## src/rtl/spi_reg_writer.sv

```systemverilog
// SPI mode-0 register writer: shifts up to MAX_BITS of a left-justified payload out MSB first.
// Optional build macro SPI_REG_WRITER_VBLANK_GATE_EN adds i_vblank and only starts transfers during vertical blank.
module spi_reg_writer #(
    parameter int CLK_DIV  = 2,
    parameter int MAX_BITS = 64
) (
    input  logic                clk,
    input  logic                rst_n,
    input  logic                i_valid,
    output logic                o_ready,
    input  logic [MAX_BITS-1:0] i_data,
    input  logic [6:0]          i_len,
    output logic                o_sclk,
    output logic                o_mosi,
    output logic                o_ss_n,
    output logic                o_busy,
    output logic                o_done
`ifdef SPI_REG_WRITER_VBLANK_GATE_EN
    ,
    input  logic                i_vblank
`endif
);

    typedef enum logic [2:0] {
        S_IDLE     = 3'd0,
        S_SETUP    = 3'd1,
        S_SHIFT_HI = 3'd2,
        S_SHIFT_LO = 3'd3,
        S_HOLD     = 3'd4,
        S_GAP      = 3'd5
    } state_t;

    localparam int         LEN_CAP   = (MAX_BITS < 127) ? MAX_BITS : 127;
    localparam logic [6:0] LEN_CAP_V = 7'(LEN_CAP);
    localparam logic [7:0] TICK_LAST = 8'(CLK_DIV - 1);

    state_t                r_state;
    state_t                w_state_nxt;
    logic [7:0]            r_timer;
    logic [7:0]            w_timer_nxt;
    logic [MAX_BITS-1:0]   r_shift;
    logic [MAX_BITS-1:0]   w_shift_nxt;
    logic [6:0]            r_len;
    logic [6:0]            w_len_nxt;
    logic [6:0]            r_rise;
    logic [6:0]            w_rise_nxt;
    logic [6:0]            w_len_clamp;
    logic                  w_tick;
    logic                  w_accept;
    logic                  w_gate;
    logic                  w_frame_nxt;

    logic                  r_sclk;
    logic                  r_mosi;
    logic                  r_ss_n;
    logic                  r_busy;
    logic                  r_done;
    logic                  r_ready;

`ifdef SPI_REG_WRITER_VBLANK_GATE_EN
    assign w_gate = i_vblank;
`else
    assign w_gate = 1'b1;
`endif

    assign o_ready     = r_ready & w_gate;
    assign w_accept    = i_valid & o_ready;
    assign w_tick      = (r_timer == TICK_LAST);
    assign w_len_clamp = (i_len > LEN_CAP_V) ? LEN_CAP_V : i_len;
    assign w_frame_nxt = (w_state_nxt == S_SETUP) || (w_state_nxt == S_SHIFT_HI) ||
                         (w_state_nxt == S_SHIFT_LO) || (w_state_nxt == S_HOLD);

    assign o_sclk = r_sclk;
    assign o_mosi = r_mosi;
    assign o_ss_n = r_ss_n;
    assign o_busy = r_busy;
    assign o_done = r_done;

    // Next-state, shared timer, payload shift and rise-count logic.
    always_comb begin
        w_state_nxt = r_state;
        w_timer_nxt = w_tick ? 8'd0 : (r_timer + 8'd1);
        w_shift_nxt = r_shift;
        w_len_nxt   = r_len;
        w_rise_nxt  = r_rise;
        case (r_state)
            S_IDLE: begin
                w_timer_nxt = 8'd0;
                if (w_accept) begin
                    w_len_nxt   = w_len_clamp;
                    w_shift_nxt = i_data;
                    w_rise_nxt  = 7'd0;
                    if (w_len_clamp == 7'd0) begin
                        // Empty request: jump straight to the last GAP cycle so done pulses next cycle.
                        w_state_nxt = S_GAP;
                        w_timer_nxt = TICK_LAST;
                    end else begin
                        w_state_nxt = S_SETUP;
                    end
                end else begin
                    w_state_nxt = S_IDLE;
                end
            end
            S_SETUP: begin
                if (w_tick) begin
                    w_state_nxt = S_SHIFT_HI;
                    w_rise_nxt  = r_rise + 7'd1;
                end else begin
                    w_state_nxt = S_SETUP;
                end
            end
            S_SHIFT_HI: begin
                if (w_tick) begin
                    w_state_nxt = S_SHIFT_LO;
                    w_shift_nxt = {r_shift[MAX_BITS-2:0], 1'b0};
                end else begin
                    w_state_nxt = S_SHIFT_HI;
                end
            end
            S_SHIFT_LO: begin
                if (w_tick) begin
                    if (r_rise == r_len) begin
                        w_state_nxt = S_HOLD;
                    end else begin
                        w_state_nxt = S_SHIFT_HI;
                        w_rise_nxt  = r_rise + 7'd1;
                    end
                end else begin
                    w_state_nxt = S_SHIFT_LO;
                end
            end
            S_HOLD: begin
                if (w_tick) begin
                    w_state_nxt = S_GAP;
                end else begin
                    w_state_nxt = S_HOLD;
                end
            end
            S_GAP: begin
                if (w_tick) begin
                    w_state_nxt = S_IDLE;
                end else begin
                    w_state_nxt = S_GAP;
                end
            end
            default: begin
                w_state_nxt = S_IDLE;
                w_timer_nxt = 8'd0;
            end
        endcase
    end

    // State, timer and datapath registers.
    always_ff @(posedge clk or negedge rst_n) begin
        if (!rst_n) begin
            r_state <= S_IDLE;
            r_timer <= 8'd0;
            r_shift <= {MAX_BITS{1'b0}};
            r_len   <= 7'd0;
            r_rise  <= 7'd0;
        end else begin
            r_state <= w_state_nxt;
            r_timer <= w_timer_nxt;
            r_shift <= w_shift_nxt;
            r_len   <= w_len_nxt;
            r_rise  <= w_rise_nxt;
        end
    end

    // Output flops decoded from the next state so SPI lines never glitch.
    always_ff @(posedge clk or negedge rst_n) begin
        if (!rst_n) begin
            r_sclk  <= 1'b0;
            r_mosi  <= 1'b0;
            r_ss_n  <= 1'b1;
            r_busy  <= 1'b0;
            r_done  <= 1'b0;
            r_ready <= 1'b1;
        end else begin
            r_sclk  <= (w_state_nxt == S_SHIFT_HI);
            r_mosi  <= w_frame_nxt ? w_shift_nxt[MAX_BITS-1] : 1'b0;
            r_ss_n  <= ~w_frame_nxt;
            r_busy  <= (w_state_nxt != S_IDLE);
            r_done  <= (w_state_nxt == S_GAP) && (w_timer_nxt == TICK_LAST);
            r_ready <= (w_state_nxt == S_IDLE);
        end
    end

endmodule

```

## config.mk

```make
export PLATFORM = sky130hd
export DESIGN_NAME = spi_reg_writer
export DESIGN_NICKNAME = d
export VERILOG_FILES = /design/src/rtl/spi_reg_writer.sv
export SDC_FILE = /design/constraint.sdc
export NUM_CORES = 1
export LEC_CHECK = 0
export BUFFER_PORTS_ARGS = -buffer_cell sky130_fd_sc_hd__buf_4
export CORE_AREA = 3 3 98 100
export DETAILED_ROUTE_END_ITERATION = 16
export DIE_AREA = 0 0 101 103
export PLACE_DENSITY = 0.75
export SYNTH_ARGS = -nofsm -noshare
export SYNTH_HDL_FRONTEND = slang
export SYNTH_SLANG_ARGS = --single-unit
```

## constraint.sdc

```tcl
create_clock -name clk -period 2.2 [get_ports clk]
set_input_delay 0 -clock clk [delete_from_list [all_inputs] [get_ports clk]]
set_output_delay 0 -clock clk [all_outputs]
set_load 0.005 [all_outputs]
```

### Word level (Yosys, flattened, before mapping)

Index checks and enable logic that the tools add are counted.

* reduce and logical (&&, ||, !) cells: 14
* equality and inequality tests: 18
* order comparisons: 1
* bitwise logic cells: 2
* add/subtract/negate cells: 2
* mux-type cells: 23

Operators with widths (count)
* 64-bit two-way mux: 2
* 64-bit one-hot mux with 2 select lines: 1
* 7-bit two-way mux: 5
* 7-bit one-hot mux with 3 select lines: 1
* 3-bit one-hot mux with 6 select lines: 1
* 8-bit by 1-bit == test with 1-bit output (second input constant): 2
* 8-bit one-hot mux with 2 select lines: 1
* 3-bit two-way mux: 5
* 3-bit by 2-bit == test with 1-bit output (second input constant): 4
* 3-bit == test (second input constant): 4
* 2-bit inequality test (second input constant): 5
* 8-bit by 1-bit adder with 8-bit output (second input constant): 1
* 8-bit two-way mux: 1
* 7-bit by 1-bit adder with 7-bit output (second input constant): 1
* 7-bit == test: 1
* 7-bit greater-than comparator (second input constant): 1
* 7-bit logical NOT: 1
* 3-bit by 1-bit == test with 1-bit output (second input constant): 2
* 3-bit logical NOT: 2
* 3-bit nonzero test: 2
* 1-bit two-way mux: 5
* 5-bit AND reduction: 1
* 5-bit OR reduction: 1
* 1-bit logical OR: 3
* 7 further kinds: 7

* bits of input ports: 74
* register bits: 95
* output and inout bits: 6
* logic and storage cells: 72

### Depth between registers and ports, before layout

Gate-level depths: netlist of the first run.

* word-level depth: 11
* gate-level depth with buffers: 9
* mapped depth without buffers: 9

### Least setup slack after synthesis of the first run

Ideal clock, no wire load.

* path type: register to register
* from: register r_timer[1]
* to: register r_rise[5]
* cell stages (with the launch flop): 8
* clock period less this slack: 2.054 ns
* arrival: 1.926 ns
* buffers on the path: 0
* slack: 0.146 ns
* data required time: 2.072 ns
* setup time: 0.128 ns
* cells stage by stage: dfrtp_1 inv_1 ha_1 nor4b_4 nand3_4 a21o_4 a2111oi_4 mux2_1

* cells in the longest elaborated chain, start to end: 3
* elaborated cells on any way between the ends: 4
* classes of those cells: 3 x eq/ne; 1 x reduce/logical

RTL lines
* start, declared: RTL line 39 `logic [7:0] r_timer;`
* start signal, assigned: RTL line 163 `r_timer <= w_timer_nxt;`
* 8-bit by 1-bit == test with 1-bit output (*): RTL line 68 `assign w_tick = (r_timer == TICK_LAST);`
* 2-bit inequality test (no line)
* 5-bit AND reduction (no line) (*)
* end signal, assigned: RTL line 166 `r_rise <= w_rise_nxt;`
* end, declared: RTL line 45 `logic [6:0] r_rise;`

Mark *: on every way between the ends. The rest lies on a longest branch, timed or not.
A chain may end at the register's enable or synchronous reset.

### Worst setup path after layout of the first run

Same ends and word-level chain as after synthesis.

==> run summary, run 1 <==
Power per Cell Area -> 1015 nW/um^2
Class of the most critical hold timing path -> input pin to flop
Mean cell area of the mapped netlist -> 9.831 sq um
Final-report hold violation count -> 0
Placement row count -> 34
Fin. max-slew vios -> 0
Synth area leaders -> sky130_fd_sc_hd__dfrtp_1 53%, sky130_fd_sc_hd__nand2_1 13%, sky130_fd_sc_hd__a22oi_1 11%
Class of the most critical setup path -> flop to flop
Startpoint class of the critical path -> flop
Die outline area -> 10400 sq um
Area taken by multi-input logic gates -> 1901 sq um
Run status -> completed
Routed wire per std cell -> 15.47 um
Mapped Nets -> 526
Buffer type at the clock tree root -> sky130_fd_sc_hd__clkbuf_8
Async S/R FF share, synth -> 100.0%
Post-synth top area share -> 52.72%
Port Buffer Count -> 79
Worst R2R Setup Slack -> 0.13 ns
Final period demand of the worst path -> 2.071 ns
Number of standard cells after synthesis -> 449
GRT Resource Usage Total -> 21.83%
Starting DRT DRC Count -> 210
Number of synthesis warnings -> 0
Post-synth top flop -> sky130_fd_sc_hd__dfrtp_1
Final weighted congestion in routability-driven placement -> 0.7766
Final worst path period share -> 94.16%
Peak VDD IR -> 0.4652 mV
Number of max-cap violations -> 0
Number of design rule violations left after detail routing -> 0
Netlist area before placement -> 4414 sq um
Clock transition at the register clock pins on the worst setup and hold paths after CTS -> 0.09 ns
Ratio of cells with drive above 1 in the final layout -> 21.88%
TritonCTS clock tree -> built
Core ar. -> 8763 sq um
Post-route total power -> 0.006228 W
Area leader, netlist -> sky130_fd_sc_hd__dfrtp_1
Nature of the critical path endpoint -> flop
Boundary Pins -> 80
Per-cell via count in the routed design -> 5.413
Clock Latency Late Sink -> 0.38 ns
Leading post-synthesis cells by instance count -> 151 x sky130_fd_sc_hd__nand2_1, 93 x sky130_fd_sc_hd__dfrtp_1, 63 x sky130_fd_sc_hd__a22oi_1, 17 x sky130_fd_sc_hd__nor2_1, 12 x sky130_fd_sc_hd__buf_2
RSZ-0062 raised after global routing -> false
Sequential cell area fraction in the yosys report -> 53.91%
Largest net degree at the start of global routing -> 65
Number of global-route vias before repair -> 3960
# fillers -> 625
Clock H-tree levels -> 3
Total global routing overflow -> 0
Total iterations of the first detailed-routing run -> 5
Die Width -> 101 um
Critical Path Fanout Max -> 5
Antenna viol nets, final -> 0
Final Net Count -> 680
Number of failing setup endpoints in the final timing report -> 0
Maximum clock frequency -> 482.7 MHz
Initial core utilization -> 50.37%
Arr. time, crit path -> 2.33 ns
Number of synthesized flops with an enable pin -> 0
CTS Buf Count -> 9
Initial antenna violation count -> 0
Post-Route Skew -> 0.01083 ns
Final antenna diode count -> 0
Clock tree sinks -> 95
Count of different cell masters after synthesis -> 49
Global-route wire length before repair -> 18.02 mm
Slew at the pin closest to its max-slew limit -> 0.6390 ns
Most frequently used cell type in the post-synthesis netlist -> sky130_fd_sc_hd__nand2_1
Storage element area -> 2380 sq um
Yosys reg bits -> 95
Sum of negative setup slack -> 0 ns
Worst slew margin -> 56.30%
Final routed wirelength across all metal layers -> 11.07 mm
Floorplan die height -> 103 um
Layout-stage area growth over the synthesis result -> 39.06%
Required time of the critical path -> 2.46 ns
Detailed-route via count -> 3876
Longest Clk Path Bufs -> 2
Leakage power total -> 3.040 nW
Sum of net half-perimeters after detailed placement -> 6.872 mm
-- power by group --
part | total, W | leakage, nW | switching (W) | internal (W)
clock network | 0.00111 | 0.0984 | 0.000667 | 0.000439
logic | 0.00230 | 1.70 | 0.00126 | 0.00104
registers | 0.00282 | 1.24 | 0.000456 | 0.00237
-- what timing repair did --
action / 4_1_cts / 5_1_grt
buffers inserted: 0 / 3
endpoints found under the setup margin: 0 / 3
hold buffers: 72 / 0
hold endpoints to repair: 120 / 0
gates resized for setup: 0 / 2
-- registers in the layout, summed over array words and instances (netlist names), 3 cells and up --
signal / cells
r_timer: 8
r_shift: 64
r_len: 7
r_rise: 7
r_state: 3
-- kinds of logic after synthesis --
group,share of synthesized area [%]
AOI/OAI and AO/OA,16.38
xor gates and xnor gates,2.579
adders and majority gates,0.8504
buffers and inverters,3.572
DFF,53.91
muxes,1.417
and+or+nand+nor,21.29
-- path summary, 6_finish.rpt --
kind	depth (start not counted)	end	startpoint
max	7	r_rise[5]	r_timer[1]
max in group asynchronous	3	o_ready	rst_n
max reg2reg	7	r_rise[5]	r_timer[1]
min reg2reg	2	r_shift[53]	r_shift[53]
min in group asynchronous	2	r_shift[7]	rst_n
min	4	r_timer[0]	i_valid
-- layout make-up --
| class | count | share of cell area (%) |
|---|---|---|
| clock buffers | 9 | 2.018 |
| repair buffers | 171 | 24.54 |
| multi-input cells | 318 | 30.96 |
| flip-flops and latches | 95 | 38.77 |
| well taps | 108 | 2.201 |
| clock inverters | 7 | 1.019 |
| inverters | 8 | 0.4892 |
-- cell usage in the layout, fill, tap and decap left out, drive strengths merged, types with 3 or more instances in the layout --
cell         count
nand2          151
buf             98
dfrtp           93
dlygate4sd3     72
a22oi           63
nor2            17
inv             13
clkbuf          10
xor2             9
nand3            8
nand3b           6
xnor2            4
o21ai            4
a21oi            4
and3             4
nand2b           4
mux2i            4
a2111oi          4
nor4             3
and4             3
ha               3
-- stage by stage --
stage               std cells  hold slack, ns  setup WS, ns  area, sq um  util [%]
floorplan                 449         -0.2956        0.1460         4414         -
CTS                       712          0.1230       0.04772         6085     69.43
global placement          624         0.07041        0.1297         5177     59.08
finish                    716          0.1415        0.1285         6138     70.05
global route              716          0.1699      0.004657         6138     70.05
detailed placement        624         0.06852       0.08175         5177     59.08
-- critical path, cell delays in order (launching register included) --
cell and delay, ns:
sky130_fd_sc_hd__dfrtp_1 0.39, sky130_fd_sc_hd__inv_1 0.06, sky130_fd_sc_hd__ha_2 0.17, sky130_fd_sc_hd__nor4b_4 0.31
sky130_fd_sc_hd__nand3_4 0.14, sky130_fd_sc_hd__a21o_4 0.25, sky130_fd_sc_hd__a2111oi_4 0.31, sky130_fd_sc_hd__mux2_4 0.33
-- per-layer routing --
| metal | GRT usage (%) | vias up | part of all wire, % |
|---|---|---|---|
| met5 | 0 | - | 0 |
| met4 | 7.873 | 0 | 1.7 |
| met3 | 4.533 | 18 | 5.0 |
| met2 | 38.63 | 125 | 52 |
| met1 | 26.48 | 1860 | 42 |
| li1 | - | 1873 | - |
Power figures use the tool's default switching activity.
==> run 2: changes to the inputs <==
ABC_AREA = 1   (was unset)
CORE_AREA = 3 3 100 102   (was 3 3 98 100)
CTS_CLUSTER_DIAMETER = 150   (was unset)
DIE_AREA = 0 0 103 105   (was 0 0 101 103)
PLACE_DENSITY = 0.74   (was 0.75)
TNS_END_PERCENT = 30   (was unset)
==> run 2 against run 1 <==
  * Global-route usage decreased by 0.086 points
  * Critical path depth decreased by 1
  * Worst hold slack got worse by 0.11 ns
  * Critical endpoint is now r_len[1]
  * Largest cell class unchanged
  * Largest power group is now combinational logic
==> run summary, run 2 <==
Cell area after layout -> 6201 sq um (+1.0%)
Startpoint class of the critical path -> flop
Sequential cell area fraction in the yosys report -> 52.14% (-1.8 points)
Layout-stage area growth over the synthesis result -> 35.86%
Number of cells in the design after placement -> 700 (+12%)
Count of different cell masters after synthesis -> 31 (-37%)
Worst Min Path Start -> i_len[6]
Biggest regs -> r_shift: 64 flops, r_timer: 8 flops
Worst slew margin -> 60.45% (+4.1 points)
Synth area leaders -> sky130_fd_sc_hd__dfrtp_1 51%, sky130_fd_sc_hd__o221ai_1 12%, sky130_fd_sc_hd__nand2_1 11%
Required time of the critical path -> 2.45 ns (about the same)
Boundary Pins -> 80 (unchanged)
Leading post-synthesis cells by instance count -> 133 x sky130_fd_sc_hd__nand2_1, 102 x sky130_fd_sc_hd__inv_1, 93 x sky130_fd_sc_hd__dfrtp_1, 62 x sky130_fd_sc_hd__o221ai_1, 30 x sky130_fd_sc_hd__nor2_1
Post-synth top flop -> sky130_fd_sc_hd__dfrtp_1
Buffer type at the clock tree root -> sky130_fd_sc_hd__clkbuf_8
Final antenna diode count -> 0 (unchanged)
Longest Clk Path Bufs -> 2 (unchanged)
Final worst path period share -> 92.95% (-1.2 points)
Most frequently used cell type in the post-synthesis netlist -> sky130_fd_sc_hd__nand2_1
Sum of buffers and inverters on the critical path -> 3 (+2)
TritonCTS clock tree -> built
Top cell family by delay on the critical path -> buffers and inverters
Leakage power total -> 2.980 nW (-2.0%)
Per-cell via count in the routed design -> 5.210 (-3.8%)
Mapped Nets -> 601 (+14%)
Sum of net half-perimeters after detailed placement -> 6.960 mm (+1.3%)
Routed wire per std cell -> 14.03 um (-9.3%)
Post-synthesis adder-cell area fraction -> 0.8224% (-0.028 points)
Die outline area -> 10820 sq um (+4.0%)
Critical Path Max Stage Delay -> 0.56 ns (+0.17 ns)
Starting DRT DRC Count -> 236 (+12%)
Yosys reg bits -> 95 (unchanged)
GRT Resource Usage Total -> 21.75% (-0.086 points)
Worst R2R Setup Slack -> 0.16 ns (+0.03 ns)
Initial antenna violation count -> 0 (unchanged)
Fin. max-slew vios -> 0 (unchanged)
Class of the most critical hold timing path -> input pin to flop
Dominant combinational cell family by area after synthesis -> simple AND/OR/NAND/NOR gates
Peak VDD IR -> 0.5380 mV (+16%)
Antenna viol nets, final -> 0 (unchanged)
Nature of the critical path endpoint -> flop
Number of failing setup endpoints in the final timing report -> 0 (unchanged)
Synthesized-area fraction occupied by and/or/nand/nor cells -> 20.04% (-1.2 points)
Final routed wirelength across all metal layers -> 11.10 mm (+0.21%)
Number of stages on the worst hold path -> 4 (unchanged)
Most common library cell in the layout ignoring fill and taps -> sky130_fd_sc_hd__nand2_1
Final weighted congestion in routability-driven placement -> 0.8765 (+13%)
Sum of negative setup slack -> 0 ns (unchanged)
Clock tree sinks -> 95 (unchanged)
Placement row count -> 35 (+2.9%)
Power per Cell Area -> 1088 nW/um^2 (+7.3%)
Ratio of cells with drive above 1 in the final layout -> 18.97% (-2.9 points)
Final-report hold violation count -> 0 (unchanged)
Maximum clock frequency -> 489.0 MHz (+1.3%)
Most flops, register -> r_shift
Total global routing overflow -> 0 (unchanged)
Multiplexer share of the synthesized area -> 0% (-1.4 points)
Critical Path Fanout Max -> 31 (+26)
RSZ-0062 raised after global routing -> false
Endpoint of the worst hold path -> r_len[0]
Detailed-route via count -> 4121 (+6.3%)
Total iterations of the first detailed-routing run -> 5 (unchanged)
Number of synthesis warnings -> 0 (unchanged)
Netlist area before placement -> 4564 sq um (+3.4%)
Async S/R FF share, synth -> 100.0% (unchanged)
Clock Latency Late Sink -> 0.36 ns (-0.02 ns)
Area share of xor/xnor cells in the synthesized design -> 0.5757% (-2.0 points)
Largest net degree at the start of global routing -> 64 (-1.5%)
Die Width -> 103 um (+2.0%)
Clock transition at the register clock pins on the worst setup and hold paths after CTS -> 0.09 ns (about the same)
Area leader, netlist -> sky130_fd_sc_hd__dfrtp_1
Final Net Count -> 753 (+11%)
Reg2Reg Depth -> 6 (-1)
Number of synthesized flops with an enable pin -> 0 (unchanged)
Cell type of the slowest stage on the worst timing path -> sky130_fd_sc_hd__dlygate4sd3_1
Number of design rule violations left after detail routing -> 0 (unchanged)
Number of global-route vias before repair -> 4163 (+5.1%)
Mean cell area of the mapped netlist -> 8.711 sq um (-11%)
Number of gates resized after cts -> 0 (unchanged)
Initial core utilization -> 49.63% (-0.74 points)
Capture instance of the worst register-to-register path -> r_len[1]
Compound-Gate Fraction of Synth Area -> 14.69% (-1.7 points)
Flip-flop count of the largest register after layout -> 64 (unchanged)
Final period demand of the worst path -> 2.045 ns (-0.02651 ns)
Core ar. -> 9196 sq um (+4.9%)
Post-synth top area share -> 50.99% (-1.7 points)
Run status -> completed
Floorplan die height -> 105 um (+1.9%)
Number of max-cap violations -> 0 (unchanged)
R2R Path Start -> r_state[0]
Global-route wire length before repair -> 18.95 mm (+5.2%)
Number of standard cells after synthesis -> 524 (+17%)
Crit path cell chain -> nor2_4 > nand3_2 > inv_2 > buf_4 > o22ai_1 > dlygate4sd3_1
Post-Route Skew -> 0.009189 ns (-0.001639 ns)
Arr. time, crit path -> 2.29 ns (-0.04 ns)
Class of the most critical setup path -> flop to flop
Final cell count without fillers -> 791 (+10%)
CTS Buf Count -> 9 (unchanged)
Cell count along the critical path -> 6 (-1)
Port Buffer Count -> 79 (unchanged)
Most used cells in the layout excluding fill and tap cells -> 133 x sky130_fd_sc_hd__nand2_1, 102 x sky130_fd_sc_hd__inv_1, 93 x sky130_fd_sc_hd__dfrtp_1
Clock H-tree levels -> 3 (unchanged)
Slew at the pin closest to its max-slew limit -> 0.5933 ns (-0.04572 ns)
Cell Area, Placed -> 5248 sq um (+1.4%)
run 2: changes by cell type after synthesis, sizes merged, moves of 8 or more:
| cell | previous run | this run |
|---|---|---|
| nand2 | 151 | 139 |
| a22oi | 63 | 0 |
| o221ai | 1 | 62 |
| nor2 | 17 | 38 |
| inv | 8 | 109 |
| xor2 | 9 | 1 |
| nand3 | 8 | 22 |
run 2: cell type report:
| type | count | area (sq um) |
|---|---|---|
| Sequential cell | 95 | 2380 |
| Tap cell | 111 | 138.9 |
| Fill cell | 708 | 2995 |
| Timing Repair Buffer | 160 | 1429 |
| Inverter | 109 | 411.6 |
| Multi-Input combinational cell | 301 | 1649 |
| Clock inverter | 6 | 68.82 |
| Clock buffer | 9 | 123.9 |
run 2: power breakdown:
part	total, W	switching, W	internal (W)	leakage (nW)
registers	0.00277	0.000283	0.00248	1.21
clock network	0.00115	0.000623	0.000530	0.0965
logic	0.00283	0.00169	0.00114	1.68
run 2: metrics by stage:
step	worst slack (ns)	utilization (%)	hold slack, ns	total power (W)
floorplan	0.6648	-	-0.2956	0.004818
global placement	0.5051	57.06	0.04917	0.005361
detailed placement	0.4458	57.06	0.04820	0.005490
CTS	0.1654	67.43	0.01156	0.006774
global route	0.05581	67.43	0.04251	0.007303
finish	0.1550	67.43	0.02837	0.006748
run 2: cells by family (layout without fill, tap and decap cells):
family | after synthesis | in the layout
and+or+nand+nor | 210 | 210
buffers and inverters | 128 | 284
DFF | 95 | 95
AOI/OAI and AO/OA | 85 | 85
adders and majority gates | 3 | 3
xor gates and xnor gates | 3 | 3
run 2: worst register-to-register path: stages (launching register included):
cell and delay (ns):
sky130_fd_sc_hd__dfrtp_1 0.51, sky130_fd_sc_hd__nor2_4 0.18, sky130_fd_sc_hd__nand3_2 0.14, sky130_fd_sc_hd__inv_2 0.12, sky130_fd_sc_hd__buf_4 0.32, sky130_fd_sc_hd__o22ai_1 0.12
sky130_fd_sc_hd__dlygate4sd3_1 0.56
run 2: worst max-delay path by stage:
stage	from	endpoint	slack (ns)
CTS	r_state[0]	r_len[1]	0.17
detailed placement	r_timer[1]	r_shift[30]	0.45
finish	r_state[0]	r_len[1]	0.16
global route	r_state[0]	r_len[1]	0.06
global placement	r_timer[1]	r_shift[16]	0.51
floorplan	r_timer[1]	o_mosi	0.66
run 2: layer usage:
| layer | up-vias | track usage (%) | part of all wire [%] | wire length [um] |
|---|---|---|---|---|
| met3 | 20 | 4.806 | 4.8 | 535 |
| met1 | 1962 | 28.74 | 42 | 4653 |
| met2 | 125 | 36.02 | 51 | 5697 |
| li1 | 2014 | - | - | - |
| met5 | - | 0 | 0 | 0 |
| met4 | 0 | 5.365 | 1.9 | 210 |
run 2: repair_timing:
action	4_1_cts	5_1_grt
endpoints found under the hold margin	113	0
setup buffers	0	0
hold buffers	76	0
==> run 3: changes to the inputs <==
CORE_AREA = 3 3 96 98   (was 3 3 100 102)
DIE_AREA = 0 0 99 101   (was 0 0 103 105)
PLACE_DENSITY = 0.77   (was 0.74)
clock period = 2.6 ns   (was 2.2 ns; I/O delays follow)
==> run 3 against run 2 <==
  * Sequential power is 16% lower
  * Final area is 0.30% lower
  * Clock power is 10% lower
  * Non-clock buffer count is 1 lower
  * Wire length is 3.1% lower
  * Total power is 16% lower
  * Clock skew hardly changed
  * Worst hold slack worse by 0.014 ns
  * Cell count is 0.51% lower
  * Count of clock-buffer cells in the layout stayed put
  * Utilization is 4.9 points higher
  * Flip-flop and latch count stayed put
==> run summary, run 3 (synthesis gave the netlist of run 2 again) <==
Clock Latency Late Sink -> 0.35 ns (about the same)
Number of gates resized after cts -> 0 (unchanged)
Capture instance of the worst register-to-register path -> r_len[0]
Layout-stage area growth over the synthesis result -> 35.44%
Placement row count -> 34 (-2.9%)
Startpoint class of the critical path -> flop
# fillers -> 617 (-13%)
Final-report hold violation count -> 0 (unchanged)
Initial antenna violation count -> 1 (+1)
Clock H-tree levels -> 3 (unchanged)
Starting DRT DRC Count -> 239 (+1.3%)
RSZ-0062 raised after global routing -> false
Power per Cell Area -> 922.1 nW/um^2 (-15%)
Final weighted congestion in routability-driven placement -> 0.8160 (-6.9%)
Run status -> completed
Number of failing setup endpoints in the final timing report -> 0 (unchanged)
Fin. max-slew vios -> 0 (unchanged)
Termination of the worst setup path -> r_len[0]
Port Buffer Count -> 79 (unchanged)
Arr. time, crit path -> 2.27 ns (-0.02 ns)
Leakage power total -> 2.969 nW (-0.39%)
Buffer type at the clock tree root -> sky130_fd_sc_hd__clkbuf_8
Core ar. -> 8551 sq um (-7.0%)
Switching pwr -> 0.002138 W (-18%)
Proportion of power drawn by the clock network -> 18.1% (+1.0 points)
Global-route wire length before repair -> 18.29 mm (-3.5%)
GRT Resource Usage Total -> 22.77% (+1.0 points)
Peak VDD IR -> 0.4486 mV (-17%)
Total of hold buffers inserted after clock tree synthesis -> 76 (unchanged)
Sum of net half-perimeters after detailed placement -> 6.470 mm (-7.0%)
Reg2Reg Depth -> 6 (unchanged)
Area taken by multi-input logic gates -> 1649 sq um (unchanged)
Class of the most critical setup path -> flop to flop
Ratio of cells with drive above 1 in the final layout -> 18.73% (-0.24 points)
Biggest regs -> r_shift: 64 flops, r_timer: 8 flops
Cell area after layout -> 6182 sq um (-0.30%)
Worst slew margin -> 59.11% (-1.3 points)
R2R Path Start -> r_state[0]
Most common library cell in the layout ignoring fill and taps -> sky130_fd_sc_hd__nand2_1
Boundary Pins -> 80 (unchanged)
Per-cell via count in the routed design -> 5.146 (-1.2%)
Total iterations of the first detailed-routing run -> 5 (unchanged)
Flip-flop count of the largest register after layout -> 64 (unchanged)
TritonCTS clock tree -> built
Final Net Count -> 752 (-0.13%)
Most used cells in the layout excluding fill and tap cells -> 133 x sky130_fd_sc_hd__nand2_1, 102 x sky130_fd_sc_hd__inv_1, 93 x sky130_fd_sc_hd__dfrtp_1
Initial core utilization -> 53.38% (+3.7 points)
Number of global-route vias before repair -> 4067 (-2.3%)
Required time of the critical path -> 2.84 ns (+0.39 ns)
Maximum clock frequency -> 493.7 MHz (+0.95%)
Net Sw Frac -> 37.50% (-0.91 points)
Post-Route Skew -> 0.009296 ns (+0.0001070 ns)
Number of max-cap violations -> 0 (unchanged)
Detailed-route via count -> 4050 (-1.7%)
Class of the most critical hold timing path -> input pin to flop
Die Width -> 99 um (-3.9%)
Number of design rule violations left after detail routing -> 0 (unchanged)
Nature of the critical path endpoint -> flop
Floorplan die height -> 101 um (-3.8%)
Sequential power share -> 41.0% (about the same)
Routed wire per std cell -> 13.66 um (-2.6%)
Final routed wirelength across all metal layers -> 10.75 mm (-3.1%)
Final worst path period share -> 77.91% (-15 points)
Sum of negative setup slack -> 0 ns (unchanged)
Worst R2R Setup Slack -> 0.57 ns (+0.42 ns)
CTS Buf Count -> 9 (unchanged)
Worst setup timing slack at the placement stage -> 0.6779 ns (+0.2320 ns)
Total global routing overflow -> 0 (unchanged)
Most flops, register -> r_shift
Critical Path Fanout Max -> 27 (-13%)
Longest Clk Path Bufs -> 2 (unchanged)
Launch point of the worst path -> r_state[0]
Comb power frac -> 40.9% (-1.0 points)
Slew at the pin closest to its max-slew limit -> 0.6133 ns (+0.02005 ns)
Cell Area, Placed -> 5211 sq um (-0.69%)
Antenna viol nets, final -> 0 (unchanged)
Clock tree sinks -> 95 (unchanged)
Worst hold slack -> 0.01452 ns (-0.01385 ns)
Cell internal pwr -> 0.003563 W (-14%)
Final period demand of the worst path -> 2.026 ns (-0.01934 ns)
Number of post-CTS setup repair buffers -> 0 (unchanged)
Setup WS post-layout -> 0.5744 ns (+0.4193 ns)
Largest net degree at the start of global routing -> 96 (+50%)
Die outline area -> 9999 sq um (-7.5%)
Clock transition at the register clock pins on the worst setup and hold paths after CTS -> 0.09 ns (about the same)
Storage element area -> 2380 sq um (unchanged)
Post-route total power -> 0.005701 W (-16%)
run 3: critical path: stages, from the launching register on:
cell and delay (ns):
sky130_fd_sc_hd__dfrtp_1 0.51, sky130_fd_sc_hd__nor2_4 0.18, sky130_fd_sc_hd__nand3_2 0.13, sky130_fd_sc_hd__inv_2 0.12, sky130_fd_sc_hd__buf_4 0.28, sky130_fd_sc_hd__o22ai_1 0.12
sky130_fd_sc_hd__dlygate4sd3_1 0.57
run 3: area by class of cell:
type,instances,area share (%)
Clock inverter,5,1.356
Antenna cell,1,0.04048
Multi-Input combinational cell,301,26.67
Sequential cell,95,38.49
Inverter,109,6.659
Timing Repair Buffer,159,22.59
Tap cell,108,2.186
Clock buffer,9,2.004
run 3: metal layers:
layer	vias to the layer above	wire, um	track usage, %
met1	1909	4511	28.49
met5	-	0	0
met2	107	5524	38.79
met3	23	451	4.844
li1	2011	-	-
met4	0	266	8.718
run 3: power groups by stage:
stage / Clock (W) / Sequential (W) / Combinational, W
floorplan: 0 / 0.00231 / 0.00177
global placement: 0 / 0.00234 / 0.00211
detailed placement: 0 / 0.00236 / 0.00220
CTS: 0.00106 / 0.00234 / 0.00231
global route: 0.00111 / 0.00240 / 0.00265
finish: 0.00103 / 0.00234 / 0.00233
run 3: per-stage QoR:
step | util [%] | cells
floorplan | - | 524
global placement | 60.95 | 696
detailed placement | 60.95 | 696
CTS | 72.27 | 786
global route | 72.30 | 787
finish | 72.30 | 787
run 3: how the worst min path moves through the flow:
| stage | start | to | slack, ns | depth (start not counted) |
|---|---|---|---|---|
| final | i_data[63] | r_shift[63] | 0.01 | 5 |
| after global routing | i_data[63] | r_shift[63] | 0.05 | 5 |
| after CTS | i_data[63] | r_shift[63] | 0.004 | 5 |
| after detailed placement | rst_n | o_done | 0.09 | 2 |
| after floorplan | rst_n | o_busy | -0.30 | 0 |
| after global placement | rst_n | r_timer[5] | 0.09 | 2 |
